File: src/rtl/imem_pkg.sv
// Shared definitions for the two-port instruction-memory read arbiter.
// Port indices, port count and default ROM geometry.
package imem_pkg;

    localparam int NUM_PORTS      = 2;
    localparam int DEF_ADDR_WIDTH = 8;
    localparam int DEF_DATA_WIDTH = 32;

    typedef enum logic {
        PORT_FETCH = 1'b0,
        PORT_DBG   = 1'b1
    } port_e;

    function automatic port_e other_port(input port_e p);
        return (p == PORT_FETCH) ? PORT_DBG : PORT_FETCH;
    endfunction

endpackage

File: src/rtl/imem_rsp_hold.sv
// One-entry skid register for a response that arrived while its requester stalled.
// Capture and release are mutually exclusive by construction in the arbiter.
module imem_rsp_hold #(
    parameter int DATA_WIDTH = 32
) (
    input  logic                  clk_i,
    input  logic                  rst_i,
    input  logic                  i_capture,
    input  logic                  i_release,
    input  logic [DATA_WIDTH-1:0] i_data,
    output logic                  o_valid,
    output logic [DATA_WIDTH-1:0] o_data
);

    logic                  r_valid;
    logic [DATA_WIDTH-1:0] r_data;

    always_ff @(posedge clk_i or posedge rst_i) begin
        if (rst_i) begin
            r_valid <= 1'b0;
            r_data  <= '0;
        end else if (i_capture) begin
            r_valid <= 1'b1;
            r_data  <= i_data;
        end else if (i_release) begin
            r_valid <= 1'b0;
        end
    end

    assign o_valid = r_valid;
    assign o_data  = r_data;

endmodule

File: src/rtl/imem_arbiter.sv
// Round-robin arbiter sharing one synchronous ROM between instruction fetch and debug reads.
// One grant per cycle, 1-cycle read latency, per-port hold entry absorbs response back-pressure.
module imem_arbiter
    import imem_pkg::*;
#(
    parameter int ADDR_WIDTH = DEF_ADDR_WIDTH,
    parameter int DATA_WIDTH = DEF_DATA_WIDTH
) (
    input  logic                                  clk_i,
    input  logic                                  rst_i,
    input  logic [NUM_PORTS-1:0]                  req_valid_i,
    input  logic [NUM_PORTS-1:0][ADDR_WIDTH-1:0]  req_addr_i,
    output logic [NUM_PORTS-1:0]                  req_ready_o,
    output logic [NUM_PORTS-1:0]                  rsp_valid_o,
    output logic [NUM_PORTS-1:0][DATA_WIDTH-1:0]  rsp_data_o,
    input  logic [NUM_PORTS-1:0]                  rsp_ready_i,
    output logic [ADDR_WIDTH-1:0]                 rom_addr_o,
    input  logic [DATA_WIDTH-1:0]                 rom_data_i
);

    logic                  r_inflight_valid;
    port_e                 r_inflight_port;
    port_e                 r_last_port;
    logic [ADDR_WIDTH-1:0] r_rom_addr;

    logic [NUM_PORTS-1:0]                 w_inflight_to;
    logic [NUM_PORTS-1:0]                 w_hold_valid;
    logic [NUM_PORTS-1:0][DATA_WIDTH-1:0] w_hold_data;
    logic [NUM_PORTS-1:0]                 w_elig;
    logic [NUM_PORTS-1:0]                 w_capture;
    logic [NUM_PORTS-1:0]                 w_release;
    logic [NUM_PORTS-1:0]                 w_cand;
    logic [NUM_PORTS-1:0]                 w_grant;
    logic                                 w_any_grant;
    port_e                                w_gnt_port;

    assign w_inflight_to = r_inflight_valid ? (NUM_PORTS'(1) << r_inflight_port) : '0;

    for (genvar p = 0; p < NUM_PORTS; p++) begin : g_port
        // A port with a response it cannot take next cycle must not issue another read.
        assign w_elig[p]    = !w_hold_valid[p] && !(w_inflight_to[p] && !rsp_ready_i[p]);
        assign w_capture[p] = w_inflight_to[p] && !rsp_ready_i[p];
        assign w_release[p] = w_hold_valid[p] && rsp_ready_i[p];

        imem_rsp_hold #(
            .DATA_WIDTH (DATA_WIDTH)
        ) u_hold (
            .clk_i     (clk_i),
            .rst_i     (rst_i),
            .i_capture (w_capture[p]),
            .i_release (w_release[p]),
            .i_data    (rom_data_i),
            .o_valid   (w_hold_valid[p]),
            .o_data    (w_hold_data[p])
        );

        assign rsp_valid_o[p] = w_hold_valid[p] || w_inflight_to[p];
        assign rsp_data_o[p]  = w_hold_valid[p] ? w_hold_data[p] : rom_data_i;
    end

    // Grants are suppressed during reset so the ROM address stays at zero.
    always_comb begin
        w_cand      = req_valid_i & w_elig & {NUM_PORTS{!rst_i}};
        w_any_grant = |w_cand;
        if (&w_cand)
            w_gnt_port = other_port(r_last_port);
        else if (w_cand[PORT_DBG])
            w_gnt_port = PORT_DBG;
        else
            w_gnt_port = PORT_FETCH;
        w_grant = w_any_grant ? (NUM_PORTS'(1) << w_gnt_port) : '0;
    end

    assign req_ready_o = w_grant;
    assign rom_addr_o  = w_any_grant ? req_addr_i[w_gnt_port] : r_rom_addr;

    always_ff @(posedge clk_i or posedge rst_i) begin
        if (rst_i) begin
            r_inflight_valid <= 1'b0;
            r_inflight_port  <= PORT_FETCH;
            r_last_port      <= PORT_DBG;
            r_rom_addr       <= '0;
        end else begin
            r_inflight_valid <= w_any_grant;
            if (w_any_grant) begin
                r_inflight_port <= w_gnt_port;
                r_last_port     <= w_gnt_port;
                r_rom_addr      <= rom_addr_o;
            end
        end
    end

endmodule
File: config.mk
export PLATFORM = sky130hd
export DESIGN_NAME = imem_arbiter
export DESIGN_NICKNAME = d
export VERILOG_FILES = /design/src/rtl/imem_pkg.sv /design/src/rtl/imem_rsp_hold.sv /design/src/rtl/imem_arbiter.sv
export SDC_FILE = /design/constraint.sdc
export NUM_CORES = 1
export LEC_CHECK = 0
export BUFFER_PORTS_ARGS = -buffer_cell sky130_fd_sc_hd__buf_4
export CORE_MARGIN = 2
export CORE_UTILIZATION = 56
export CTS_CLUSTER_SIZE = 16
export DETAILED_ROUTE_END_ITERATION = 7
export HOLD_SLACK_MARGIN = 0.12
export PLACE_DENSITY_LB_ADDON = 0.1
export REMOVE_ABC_BUFFERS = 1
export SLEW_MARGIN = 30
export SYNTH_ARGS = -nofsm -noshare
export SYNTH_HDL_FRONTEND = slang
export SYNTH_HIERARCHICAL = 1
export SYNTH_SLANG_ARGS = --single-unit
File: constraint.sdc
create_clock -name clk_i -period 2.4 [get_ports clk_i]
set_input_delay 0.24 -clock clk_i [delete_from_list [all_inputs] [get_ports clk_i]]
set_output_delay 0.24 -clock clk_i [all_outputs]
set_load 0.01 [all_outputs]
Word-level counts from Yosys, hierarchy flattened
Cells that the tools add are included.
W data, S select, Z words.
{ "word_totals": {"regBits": 77, "latchBits": 0, "ram_bits": 0, "mem_bits_ro": 0, "output_inout_bits": 76, "elab_cells": 46, "n_memories": 0} }
{ "op_classes": {"n_addsub": 0, "mul": 0, "div": 0, "n_lt_le_gt_ge": 1, "n_eq_ne": 0, "shifts": 2, "n_mux": 14, "bitwise_logic": 2, "n_reduce_logical": 19} }
{ "op_table": {"columns": ["op", "count"], "rows": [
  ["$mux W32", 2],
  ["$mux W8", 3],
  ["$logic_not A1 Y1", 7],
  ["$mux W1", 7],
  ["$logic_and A1 B1 Y1", 6],
  ["$and A2 B2 Y2", 2],
  ["$mux W2", 2],
  ["$reduce_bool A2 Y1", 2],
  ["$shl A1 B1 Y2 const A", 2],
  ["$logic_or A1 B1 Y1", 2],
  ["$lt A1 B2 Y1 const B", 1],
  ["$reduce_and A2 Y1", 1],
  ["$reduce_or A2 Y1", 1]
]} }

Depth between registers and ports, before layout
{ "logic_depth": {"ltp_word": 12, "depth_mapped": 7, "ltp_nobuf": 5} }

Cells and area by module
The synthesis kept the hierarchy.
{ "by_module_without_submodules": {"columns": ["mod", "instances", "cells_each", "area_per_inst_um2", "seq_area_each_um2"], "rows": [
  ["imem_rsp_hold", 2, 72, 1381.3, 825.8],
  ["imem_arbiter", 1, 135, 1450.1, 276.5]
]} }

Worst setup path after synthesis
No wires, ideal clock.
{ "synth_timing": {"path_type": "register to output", "start": "register g_port[0].u_hold.r_valid", "end": "output port rom_addr_o[0]", "arrival_ns": 1.574, "required_ns": 2.160, "setup_slack_ns": 0.586, "path_stages_with_launch": 6, "cell_sequence": "dfrtp_1 buf_2 or3b_4 a211oi_4 nand2b_1 o221a_1"} }
{ "synth_via": {"elab_chain_len": 9} }
{ "synth_lines": {"columns": ["element", "line", "rtl"], "rows": [
  ["start, declared", "imem_rsp_hold.sv:15", "logic r_valid;"],
  ["start signal, assigned", "imem_rsp_hold.sv:20", "r_valid <= 1'b0;"],
  ["start signal, assigned", "imem_rsp_hold.sv:23", "r_valid <= 1'b1;"],
  ["start signal, assigned", "imem_rsp_hold.sv:26", "r_valid <= 1'b0;"],
  ["$logic_not A1 Y1 *", "imem_arbiter.sv:41", "assign w_elig[p] = !w_hold_valid[p] && !(w_inflight_to[p] && !rsp_ready_i[p]);"],
  ["$logic_and A1 B1 Y1 *", "imem_arbiter.sv:41", null],
  ["$and A2 B2 Y2 * (2 in a row)", "imem_arbiter.sv:63", "w_cand = req_valid_i & w_elig & {NUM_PORTS{!rst_i}};"],
  ["$reduce_and A2 Y1", "imem_arbiter.sv:65", "if (&w_cand)"],
  ["$mux W1", "imem_arbiter.sv:65", null],
  ["$mux W8 (not written as such) (2 in a row)", "imem_arbiter.sv:75", "assign rom_addr_o = w_any_grant ? req_addr_i[w_gnt_port] : r_rom_addr;"],
  ["$mux W8 *", "imem_arbiter.sv:75", null],
  ["end, declared", "imem_arbiter.sv:17", "output logic [ADDR_WIDTH-1:0] rom_addr_o,"]
]} }
Mark *: on every way between the ends. The rest lies on a longest branch, timed or not. The select of a mux whose other input is x is not followed.

Worst setup path after layout
{ "layout_timing": {"start": "register r_inflight_port", "end": "output port rom_addr_o[6]"} }
{ "layout_via": {"elab_chain_len": 12} }
{ "layout_lines": {"columns": ["element", "line", "rtl"], "rows": [
  ["start, declared", "imem_arbiter.sv:22", "port_e r_inflight_port;"],
  ["start signal, assigned", "imem_arbiter.sv:86", "r_inflight_port <= w_gnt_port;"],
  ["$shl A1 B1 Y2 *", "imem_arbiter.sv:37", "assign w_inflight_to = r_inflight_valid ? (NUM_PORTS'(1) << r_inflight_port) : '0;"],
  ["$mux W2 *", "imem_arbiter.sv:37", null],
  ["$logic_and A1 B1 Y1", "imem_arbiter.sv:41", null],
  ["$logic_not A1 Y1", "imem_arbiter.sv:41", null],
  ["$logic_and A1 B1 Y1", "imem_arbiter.sv:41", null],
  ["$and A2 B2 Y2 * (2 in a row)", "imem_arbiter.sv:63", null],
  ["$mux W1 or $reduce_and A2 Y1 (tied branches)", "imem_arbiter.sv:67, imem_arbiter.sv:65", null],
  ["$mux W1", "imem_arbiter.sv:65", null],
  ["$mux W8 (not written as such) (2 in a row)", "imem_arbiter.sv:75", null],
  ["$mux W8 *", "imem_arbiter.sv:75", null]
]} }
Marked as above.

==> run summary <==
Crit end category -> output pin
Synth area leaders -> dfrtp_1 (45%), mux2_4 (21%), mux2_2 (19%)
Register bit total from synthesis -> 77
Die area -> 8230 sq um
Avg Inst Size Synth -> 15.1 sq um
Clk Tree Root Cell -> clkbuf_8
Prevailing post-synth register cell -> dfrtp_1
Area of the core -> 7250 sq um
Post-detailed-route count of antenna-violating nets -> 0
Fin. Hold Viols -> 0
Synth area leader -> dfrtp_1
R2r startpoint -> r_inflight_port
Worst Setup Start Kind -> register
EDFF count, synth -> 0
Min-Delay Path Class -> input port to register
Die width -> 90.7 microns
Vias per std cell -> 5.36
Place WS -> 0.422 ns
Synth Area in Adders -> 0%
Slew @ Worst Pin -> 0.709 ns
Post-synthesis compound-gate area fraction -> 5.64%
Htree depth -> 3
Commonest cells post-synth -> dfrtp_1 (76), mux2_2 (70), mux2_4 (58)
FMAX -> 444 MHz
Worst VDD drop -> 0.637 mV
Post-synthesis xor/xnor area fraction -> 0%
Net switching power -> 2130 uW
N_diodes -> 0
Min-delay src -> rom_data_i[20]
Crit path time final -> 2.25 ns
Clock Skew -> 0.00963 ns
Synth Cell Area -> 4210 sq um
Largest family of logic cells by synthesized area -> multiplexers
Post-synthesis mux area share -> 39.4%
Placed insts -> 496
Synth top area share -> 45.1%
Final WL -> 8830 microns
Unrepaired setup endpoints after global routing -> false
Power Dens Cells -> 1250 nW/um^2
Rows -> 31
Final worst path period share -> 93.8%
Final estimated routing congestion in global placement -> 0.771
HPWL after DPL -> 5820 microns
Cells after synthesis -> 279
Drc violations -> 0
Worst reg2reg path endpoint -> g_port[0].u_hold/o_data[10]
Die Span Y -> 90.7 microns
Overall Global Routing Usage -> 22.3%
Int Power -> 4590 uW
Worst endpoint required time -> 2.16 ns
Hold path cells -> 2
Status -> finished, final reports clean
Post-layout nets -> 465
Flop pwr share -> 34.9%
Vias in the first global route -> 2,870
Clock power frac -> 14.3%
Reg2reg setup slack -> 0.60 ns
Initial core utilization -> 58.1%
Simple-gate share of the synthesized area -> 3.56%
TritonCTS clock tree -> built
Number of port buffers -> 129
Max-cap violation count -> 0
Data arrival, critical path -> 2.01 ns
Distinct cell type count of the synthesized netlist -> 27
Final Non-Filler Cells -> 514
Hold WS -> 0.145 ns
First-pass GRT wire length -> 14,600 microns
Post-DP Area -> 5170 sq um
FILL cells -> 489
Clock Sinks -> 77
Initial antenna violation count -> 0
Reg clk slew, reported paths -> 0.09 ns
Ys Warns -> 6
Routed vias -> 2,753
Setup ws final -> 0.148 ns
Synth async-reset ratio -> 100%
Leak Pwr -> 0.00253 uW
R2R depth -> 4
Endpoints failing setup -> 0
Area grow syn2layout -> 27.9%
Top-count cell post-synth -> dfrtp_1
Crit Path Class -> register to output pin
Final Instance Area -> 5390 sq um
Worst-path fanout max -> 18
Comb pwr share -> 50.7%
IO Pins -> 130
Share of post-route cells with drive strength above 1 -> 72.0%
Sw Share -> 31.7%
CP Launch Point -> r_inflight_port
Slew Limit Fails -> 0
First-iteration detailed-routing DRC count -> 62
Hold path endpoint -> g_port[0].u_hold/o_data[20]
DR WL/cell -> 17.2 microns
Clock latency on the worst-skew pair -> 0.34 ns
Sequential area share after synthesis -> 45.8%
CTS buffer count -> 9
Slew headroom -> 52.7%
Longest Clk Path Bufs -> 2
Grt ovf -> 0
First-pass DRT Iterations -> 4
Largest net degree at the start of global routing -> 33
[cell type report]
cell class                 count  area, sq um  share of cell area, %
clock inverter                 5         61.3                   1.14
clock buffer                  10          128                   2.37
timing repair buffer         140         1070                   19.8
multi-input combinational    174         2050                   38.0
tap                           99          124                   2.30
sequential                    77         1930                   35.8
inverter                       9         33.8                  0.627
[cell usage in the layout (no fill, tap or decap), drive strengths merged, types with 2 or more instances in the layout]
cell type,n
buf,139
nand2b,9
nand2,5
inv,10
or3b,2
clkinvlp,3
clkbuf,10
mux2,128
and2,2
dfrtp,76
o221a,16
nand3,2
a21o,3
nor2,2
[per-stage QoR]
step | setup TNS [ns] | power [uW] | util [%]
5_1_grt | 0 | 7110 | 74.3
6_report | 0 | 6720 | 74.3
2_1_floorplan | -1.46 | 4480 | -
4_1_cts | 0 | 6760 | 74.1
3_3_place_gp | 0 | 5700 | 71.3
3_5_place_dp | 0 | 5750 | 71.3
[power groups by stage]
stage / logic [uW] / clock network [uW] / registers, uW
6_report: 3410 / 961 / 2350
5_1_grt: 3630 / 1050 / 2430
4_1_cts: 3430 / 983 / 2340
3_5_place_dp: 3410 / 0 / 2340
3_3_place_gp: 3380 / 0 / 2330
2_1_floorplan: 2150 / 0 / 2330
[layer usage]
| metal | up-vias | GRT usage [%] | part of all wire [%] |
|---|---|---|---|
| met3 | 7 | 4.76 | 5.2 |
| li1 | 1283 | - | - |
| met4 | 0 | 6.15 | 1.1 |
| met1 | 1380 | 31.3 | 47 |
| met5 | - | 0 | 0 |
| met2 | 83 | 35.1 | 47 |
[registers in the layout, summed over array words and instances (netlist names)]
name and count:
r_inflight_valid 1, g_port.u_hold/o_data 64, r_last_port 1, r_rom_addr 8, g_port.u_hold/o_valid 2, r_inflight_port 1
[cell families (layout without fill, tap and decap cells)]
| group | count (synthesis) | count (layout) |
|---|---|---|
| simple gates | 24 | 24 |
| compound gates | 22 | 22 |
| buf+inv | 28 | 164 |
| flops | 77 | 77 |
| mux | 128 | 128 |
[worst max path at each step]
stage / to / depth (start not counted) / slack [ns]
after floorplan: rom_addr_o[0] / 5 / -0.18
after global placement: rom_addr_o[2] / 4 / 0.46
after detailed placement: rom_addr_o[6] / 4 / 0.42
after CTS: rom_addr_o[2] / 4 / 0.05
after global routing: rom_addr_o[1] / 5 / 0.04
final: rom_addr_o[6] / 4 / 0.15
[worst max-delay path, stage by stage, from the launching register on]
cell	delay, ns
dfrtp_1	0.42
or3b_1	0.42
a41o_2	0.42
o221a_1	0.27
buf_4	0.14
[timing repair]
| action | in CTS | in global routing |
|---|---|---|
| setup buffers | 0 | 2 |
| endpoints found under the setup margin | 0 | 8 |
| resized for setup | 0 | 1 |
| hold endpoints to repair | 36 | 0 |
| hold buffers | 1 | 0 |
No activity file was read; power rests on OpenSTA's default activity.
